<file path="src/rtl/parking_lot_ctrl.sv">
// parking_lot_ctrl: three-spot parking lot controller with debounced sensors,
// entrance/exit gate FSMs and an occupancy counter (0..3).
// Ports:
//   CLOCK_50          - single clock for all state
//   reset_n           - asynchronous active-low reset
//   presence_spot     - raw spot sensors, 1 = car in spot i
//   presence_entrance - raw sensor, 1 = car at entrance gate
//   presence_exit     - raw sensor, 1 = car at exit gate
//   led_spot          - registered debounced spot occupancy
//   led_full          - registered (occupancy == 3)
//   open_entrance     - entrance gate open
//   open_exit         - exit gate open
//   occupancy         - cars currently inside the lot
module parking_lot_ctrl #(
    parameter int unsigned DEBOUNCE_CYCLES  = 16,
    parameter int unsigned GATE_HOLD_CYCLES = 50_000_000
) (
    input  logic       CLOCK_50,
    input  logic       reset_n,
    input  logic [2:0] presence_spot,
    input  logic       presence_entrance,
    input  logic       presence_exit,
    output logic [2:0] led_spot,
    output logic       led_full,
    output logic       open_entrance,
    output logic       open_exit,
    output logic [1:0] occupancy
);
    localparam logic [15:0] DB_LAST   = 16'(DEBOUNCE_CYCLES - 1);
    localparam logic [25:0] HOLD_LOAD = 26'(GATE_HOLD_CYCLES - 1);

    typedef enum logic [1:0] {IDLE, OPEN, HOLD} gate_e;

    logic [4:0]  raw, sync1_q, sync2_q, deb;
    gate_e       ent_q, ent_d, ext_q, ext_d;
    logic [25:0] ent_tmr_q, ent_tmr_d, ext_tmr_q, ext_tmr_d;
    logic [1:0]  occ_q, occ_d;
    logic [2:0]  led_q;
    logic        full_q, oe_q, ox_q;
    logic        deb_ent, deb_ext, not_full, inc, dec;

    assign raw = {presence_exit, presence_entrance, presence_spot};

    // Debounced value follows the synchronized value only after it has
    // differed for DEBOUNCE_CYCLES consecutive cycles; agreement clears the count.
    for (genvar i = 0; i < 5; i++) begin : g_db
        logic [15:0] cnt_q;
        logic        deb_q;
        logic        diff;
        assign diff   = sync2_q[i] != deb_q;
        assign deb[i] = deb_q;
        always_ff @(posedge CLOCK_50 or negedge reset_n) begin
            if (!reset_n) begin
                cnt_q <= '0;
                deb_q <= 1'b0;
            end else begin
                cnt_q <= (!diff || cnt_q == DB_LAST) ? '0 : cnt_q + 16'd1;
                deb_q <= (diff && cnt_q == DB_LAST) ? sync2_q[i] : deb_q;
            end
        end
    end

    assign deb_ent  = deb[3];
    assign deb_ext  = deb[4];
    assign not_full = occ_q != 2'd3;

    always_comb begin
        ent_d     = ent_q;
        ent_tmr_d = ent_tmr_q;
        ext_d     = ext_q;
        ext_tmr_d = ext_tmr_q;
        case (ent_q)
            IDLE: if (deb_ent && not_full) ent_d = OPEN;
            OPEN: if (!deb_ent) begin
                ent_d     = HOLD;
                ent_tmr_d = HOLD_LOAD;
            end
            // A new car arriving during hold reopens unless the lot is full.
            HOLD: if (deb_ent && not_full) ent_d = OPEN;
                  else if (ent_tmr_q == '0) ent_d = IDLE;
                  else ent_tmr_d = ent_tmr_q - 26'd1;
            default: ent_d = IDLE;
        endcase
        case (ext_q)
            IDLE: if (deb_ext) ext_d = OPEN;
            OPEN: if (!deb_ext) begin
                ext_d     = HOLD;
                ext_tmr_d = HOLD_LOAD;
            end
            HOLD: if (deb_ext) ext_d = OPEN;
                  else if (ext_tmr_q == '0) ext_d = IDLE;
                  else ext_tmr_d = ext_tmr_q - 26'd1;
            default: ext_d = IDLE;
        endcase
    end

    // A car is counted when it clears the sensor of an open gate; a
    // simultaneous entry and exit cancel, and decrement saturates at 0.
    assign inc   = ent_q == OPEN && !deb_ent;
    assign dec   = ext_q == OPEN && !deb_ext && occ_q != 2'd0;
    assign occ_d = (inc == dec) ? occ_q : inc ? occ_q + 2'd1 : occ_q - 2'd1;

    always_ff @(posedge CLOCK_50 or negedge reset_n) begin
        if (!reset_n) begin
            sync1_q   <= '0;
            sync2_q   <= '0;
            ent_q     <= IDLE;
            ext_q     <= IDLE;
            ent_tmr_q <= '0;
            ext_tmr_q <= '0;
            occ_q     <= '0;
            led_q     <= '0;
            full_q    <= 1'b0;
            oe_q      <= 1'b0;
            ox_q      <= 1'b0;
        end else begin
            sync1_q   <= raw;
            sync2_q   <= sync1_q;
            ent_q     <= ent_d;
            ext_q     <= ext_d;
            ent_tmr_q <= ent_tmr_d;
            ext_tmr_q <= ext_tmr_d;
            occ_q     <= occ_d;
            led_q     <= deb[2:0];
            full_q    <= occ_q == 2'd3;
            oe_q      <= ent_d != IDLE;
            ox_q      <= ext_d != IDLE;
        end
    end

    assign led_spot      = led_q;
    assign led_full      = full_q;
    assign open_entrance = oe_q;
    assign open_exit     = ox_q;
    assign occupancy     = occ_q;
endmodule

</file>
<file path="config.mk">
export PLATFORM = sky130hd
export DESIGN_NAME = parking_lot_ctrl
export DESIGN_NICKNAME = d
export VERILOG_FILES = /design/src/rtl/parking_lot_ctrl.sv
export SDC_FILE = /design/constraint.sdc
export NUM_CORES = 1
export LEC_CHECK = 0
export BUFFER_PORTS_ARGS = -buffer_cell sky130_fd_sc_hd__buf_2
export CORE_MARGIN = 1.5
export CORE_UTILIZATION = 50
export CTS_BUF_LIST = sky130_fd_sc_hd__clkbuf_8
export CTS_CLUSTER_SIZE = 25
export DETAILED_ROUTE_END_ITERATION = 10
export PLACE_DENSITY = 0.66
export SLEW_MARGIN = 20
export SYNTH_ARGS = -nofsm -noshare
export SYNTH_HDL_FRONTEND = slang
export SYNTH_SLANG_ARGS = --single-unit
</file>
<file path="constraint.sdc">
create_clock -name CLOCK_50 -period 7.4 [get_ports CLOCK_50]
set_clock_uncertainty 0.05 [all_clocks]
set_input_delay 1.48 -clock CLOCK_50 [delete_from_list [all_inputs] [get_ports CLOCK_50]]
set_output_delay 1.48 -clock CLOCK_50 [all_outputs]
set_load 0.03 [all_outputs]
</file>
## Yosys cells after proc, flatten, opt, wreduce, memory -nomap -nowiden

Cells that the tools add are included.

- Bits in registers: 159
- Input bits: 7
- Output and inout bits: 8
- Logic and storage cells: 109

- Add/sub/neg operators: 9
- Eq/ne operators: 23
- Mux-type cells: 24
- Reduce and logical (&&, ||, !) cells: 32

Operators by type and width:

| operator | number |
|---|---|
| $mux 26 | 6 |
| $pmux 26 s2 | 2 |
| $add 16x1->16 const B | 5 |
| $eq 16x4->1 const B | 5 |
| $mux 16 | 5 |
| $logic_not 26->1 | 2 |
| $sub 26x1->26 const B | 2 |
| $mux 2 | 9 |
| $ne 2x2->1 const B | 7 |
| $pmux 2 s3 | 2 |
| $reduce_bool 2->1 | 5 |
| $logic_and 1x1->1 | 9 |
| $reduce_and 4->1 | 2 |
| $logic_not 1->1 | 7 |
| $eq 2x2->1 const B | 3 |
| $logic_or 1x1->1 | 5 |
| $ne 1x1->1 | 5 |
| $eq 2x1->1 const B | 2 |
| $logic_not 2->1 | 2 |
| $add 2x1->2 const B | 1 |
| $sub 2x1->2 const B | 1 |
| $eq 1x1->1 | 1 |

## Logic depth before layout (Yosys ltp)

- Depth after elaboration: 5
- Mapped depth: 8
- Depth with buffers taken out: 7

## Worst setup path before layout

Ideal clock, no wire load.

- Kind: reg-to-reg
- Start: register ent_tmr_q[0]
- End: register ent_tmr_q[17]
- Setup time: 0.131 ns
- Data arrival time: 2.237 ns
- Data required time: 7.219 ns
- Slack: 4.981 ns
- Stages on the path, launching flop included: 9
- Buffers on the path: 1
- Clock period less this slack: 2.419 ns
- Cell sequence: dfrtp_1 > inv_1 > ha_1 > or3b_1 > or4_1 > buf_2 > o211ai_4 > nor4_1 > or3_1

- Cells in the longest elaborated chain, start to end: 4
- Elaborated cells between the ends (all ways): 7
- Those cells by class: add/sub: 1; eq/ne: 1; mux: 3; reduce/logical: 2

RTL lines:

| element | line | source |
|---|---|---|
| start: declaration | 36 | `logic [25:0] ent_tmr_q, ent_tmr_d, ext_tmr_q, ext_tmr_d;` |
| start signal: assignment | 121 | `ent_tmr_q <= ent_tmr_d;` |
| $sub 26x1->26 | 81 | `else ent_tmr_d = ent_tmr_q - 26'd1;` |
| $mux 26 | 80 | `else if (ent_tmr_q == '0) ent_d = IDLE;` |
| $mux 26 | 79 | `HOLD: if (deb_ent && not_full) ent_d = OPEN;` |
| $pmux 26 s2 | 72 | `case (ent_q)` |

Parallel ways exist; a longest one is shown, timed or not. The select of a mux whose other input is x is not followed.
A chain may end at the register's enable or synchronous reset.

## Worst setup path after layout

- Start: register ent_tmr_q[0]
- End: register ent_tmr_q[5]

Same word-level chain as after synthesis.

==> results.md <==
- The largest vdd supply drop is around 130 uV.
- The largest net degree at the start of global routing is 88.
- The via count of the first global-routing pass is 5,235.
- The kind of end point of the critical path is a flip-flop.
- Row generation in the floorplan step produced 44 rows.
- The number of buffers added for setup after CTS is 0.
- At the end of routability-driven placement, the weighted congestion stood at roughly 0.82.
- For this run, the post-layout net count is about 750.
- After clock tree synthesis, the flow added hold-fix buffers numbering 0.
- The synthesized netlist devotes 10.24% of its cell area to XOR and XNOR gates.
- The synthesized netlist devotes under 10% of its cell area to compound gates.
- The number of cells produced by synthesis is between 700 and 800.
- For this run, the share of the core covered by cells in the final layout is 55.58%.
- The clock transition at the register clock pins on the worst setup and hold paths after CTS is approximately 0.080 ns.
- The proportion of synthesized area in mux cells is 2.522%.
- Yosys printed 0 warnings.
- Of all flip-flops after synthesis, the portion carrying an async set or reset was 100.0%.
- The startpoint of the worst hold path is sync1_q[4]$_DFF_PN0_.
- The count of distinct cell types in the synthesized netlist is 59.
- Detailed placement finished with a half-perimeter wire length of approximately 9000 um.
- The mapped cell area is ~7400 um2.
- The setup TNS is 0 ns.
- Of the total power, the share spent switching nets is about a quarter.
- Port buffering added 14 buffers.
- The leakage power is 3.801 nW.
- Setup repair after global routing left no endpoint under its margin.
- The H-tree was split into 4 levels.
- The worst max-slew margin expressed relative to the limit is approximately 40%.
- The count of flip-flops with a built-in enable after synthesis is 0.
- The kind of path behind the tightest hold check is flip-flop to flip-flop.
- The launching element type of the critical path is a flip-flop.
- The worst register-to-register path has a setup slack of ~4.7 ns.
- Counting cells, the worst reg-to-reg path comes to 7.
- The leading register cell type out of synthesis is dfrtp_1.
- The delay contributed by the slowest stage of the critical path is ~0.74 ns.
- Counting the buffers created by CTS gives 17.
- The tree is rooted in a clkbuf_8.
- After detailed routing, the number of vias per cell comes to 5.771.
- The final wirelength is approximately 13,000 um.
- The actual slew at the worst max-slew pin is approximately 0.91 ns.
- The post-synthesis sequential element count is approximately 160.
- The reg-to-reg critical path endpoint is ent_tmr_q[5]$_DFFE_PN0P_.
- The number of antenna violations at the first check in global routing is 0.
- The worst hold path cell count is 0.
- 0 antenna diodes ended up in the layout.
- Once the floorplan was initialized, standard cells occupied approximately half of the core.
- After Yosys synthesis, full adders, half adders and majority gates account for under 10% of the synthesized area.
- The routed layout has around 5,300 vias.
- The die is between 100 and 150 um wide.
- Among all stages on the critical path, the largest delay is contributed by or4_1.
- TritonCTS built the clock tree.
- The maximum root-to-sink buffer count is 2.
- The dominant cell type by count on the critical path is or3b_1.
- The number of endpoints with negative hold slack in the final report is 0.
- Setup violations remaining at the end of the flow were counted as 0.
- The ratio of total power to cell area is 199.5 nW/um2.
- After layout, the minimum clock period comes to ~2.7 ns.
- The net count of the mapped netlist is just over 700.
- Static timing analysis puts the maximum clock frequency at between 300 and 400 MHz.
- The sequential-to-total area share from yosys stat is a little over half.
- By area, the combinational part of the netlist is dominated by simple AND/OR/NAND/NOR gates.
- The detailed-route wire length per cell is 14.56 um.
- The placeable core region is 14,530 um2.
- The setup path with the least slack is of type flip-flop to flip-flop.
- The die height is roughly 120 um.
- The number of violations reported at the end of detailed-routing iteration 0 is ~330.
- The final routed DRC violation total is 0.
- Per report_power, the clock group accounts for 38.3% of the total.
- The run finished with clean final reports.
- The maximum fanout along the worst path is 8.
- Summed over all layers, the global routing overflow is 0.
- The worst-case hold path end point is sync2_q[4]$_DFF_PN0_.
- The critical path goes through inv_1 -> ha_1 -> or3b_1 -> or4_1 -> o211ai_4 -> nor3_1 -> or3b_1.
- The insertion delay of the later-clocked pin in the worst-skew pair is ~0.44 ns.
- The remaining number of nets flagged by the antenna check after routing is 0.
- The startpoint identified for the worst register-to-register timing path is ent_tmr_q[0]$_DFFE_PN0P_.
- The tool flagged a number of max-cap violations equal to 0.
- The data arrival time of the critical path is approximately 3 ns.
- The first global-routing pass estimated ~24,000 um of wire.
- From synthesis to final layout, the design area changed by 8.559%.
- Summed over all nets, the switching power comes to 0.3780 mW.
- In this run, flip-flops and latches consume 55.7% of the power.
- The share of the clock period used by the worst path is 36.68%.
- The tree built by TritonCTS fans out to about 160 sinks.
- The I/O pin total is 15.
- Summing the areas of all and, or, nand and nor instances in the mapped netlist gives about a quarter of the synthesized area.
- The post-cts sizing count is 0.
- The floorplan step defined a die boundary enclosing 15,620 um2.
- Internal power comes to about 1.2 mW.
- The total iterations of the first detailed-routing run is 5.
- The proportion of layout cells with a drive suffix above 1 is under 10%.
- Global routing used a little under a fifth of the available tracks across all layers.
- The number of max-slew violations in the final report was 0.
- The required time of the worst setup path is roughly 7.7 ns.
- Dividing the synthesized area by the synthesized cell count gives 10.45 um2.
- Combinational logic burns 6.0% of the power.
per-layer routing:
layer	share of wire (%)	global-route usage, %	wire length (um)	vias up
met5	0	0	0	-
met4	1.3	5.548	181	0
met3	3.1	4.792	417	17
met2	47	29.35	6333	104
met1	49	24.96	6537	2651
li1	-	-	-	2566
metrics by stage:
stage / setup slack [ns] / hold WS, ns / power [mW] / instance area [um2] / instances
after floorplan: 4.981 / 0.2812 / 0.9796 / 7441 / 712
after global placement: 4.325 / 0.2816 / 1.007 / 7692 / 896
after detailed placement: 4.261 / 0.2847 / 1.012 / 7692 / 896
after CTS: 4.684 / 0.3030 / 1.634 / 8078 / 925
after global routing: 4.543 / 0.3190 / 1.686 / 8078 / 925
final: 4.686 / 0.3011 / 1.611 / 8078 / 925
synth_stat cells, types with 5 or more instances:
library cell	number	area share, %
xor2_1	60	7.1
mux2_2	6	0.91
or4_1	11	1.1
o21ai_1	6	0.40
and2_1	5	0.42
o31ai_1	9	0.91
xnor2_1	27	3.2
o21ai_0	7	0.47
nand3_1	42	2.8
dfrtp_1	159	53
and3_1	20	1.7
clkbuf_1	13	0.66
a21oi_1	12	0.81
nand2_1	50	2.5
or3_1	11	0.92
nand4_1	22	1.8
nor3_1	27	1.8
inv_1	9	0.45
mux2i_1	12	1.6
nor2_1	109	5.5
ha_1	7	1.2
nand2b_1	6	0.50
nor4_1	27	2.3
critical path: cells and delay by family (launching register included):
| kind | cells | cell delay, ns |
|---|---|---|
| compound gates | 1 | 0.34 |
| fa+ha+maj | 1 | 0.16 |
| buf+inv | 1 | 0.09 |
| flops | 1 | 0.40 |
| simple gates | 4 | 1.55 |
kinds of logic after synthesis:
kind of cell,count (synthesis)
flops,159
fa+ha+maj,7
compound gates,63
xor+xnor,87
buf+inv,25
simple gates,353
mux,18
layout make-up:
class,instances,area (um2)
Clock inverter,5,55.05
Clock buffer,24,330.3
Fill cell,1282,6456
Inverter,9,33.78
Multi-Input combinational cell,528,3358
Tap cell,184,230.2
Sequential cell,159,3979
Timing Repair Buffer,16,91.34
layout by cell type (no fill, tap or decap), types with 12 or more instances in the layout:
cell / instances
xnor2_1: 27
nand3_1: 42
xor2_1: 60
nand2_1: 50
nor3_1: 27
clkbuf_8: 24
nor2_1: 109
and3_1: 20
buf_2: 13
dfrtp_1: 159
nand4_1: 22
mux2i_1: 12
nor4_1: 27
a21oi_1: 12
state kept, by name, indices dropped and copies added (netlist names):
register	flops
deb_ent	1
deb_ext	1
ent_q	2
ent_tmr_q	26
ext_q	2
ext_tmr_q	26
g_db.cnt_q	80
g_db.deb_q	3
led_full	1
led_spot	3
occupancy	2
open_entrance	1
open_exit	1
sync1_q	5
sync2_q	5
worst max path at each step:
stage,cells past startpoint,end,startpoint,slack (ns)
6_report,7,ent_tmr_q[5]$_DFFE_PN0P_,ent_tmr_q[0]$_DFFE_PN0P_,4.69
5_1_grt,2,g_db[0].cnt_q[14]$_DFF_PN0_,reset_n,4.54
4_1_cts,7,ent_tmr_q[5]$_DFFE_PN0P_,ent_tmr_q[0]$_DFFE_PN0P_,4.68
3_5_place_dp,2,g_db[1].cnt_q[9]$_DFF_PN0_,reset_n,4.26
3_3_place_gp,2,g_db[1].cnt_q[8]$_DFF_PN0_,reset_n,4.32
2_1_floorplan,8,ent_tmr_q[17]$_DFFE_PN0P_,ent_tmr_q[0]$_DFFE_PN0P_,4.98
power by group through the flow:
stage          registers, mW  logic (mW)  clock network, mW
2_1_floorplan          0.911      0.0685                  0
3_5_place_dp           0.914      0.0981                  0
6_report               0.897      0.0974              0.617
5_1_grt                0.900       0.110              0.676
3_3_place_gp           0.913      0.0942                  0
4_1_cts                0.897      0.0990              0.638
Power figures use the tool's default switching activity.
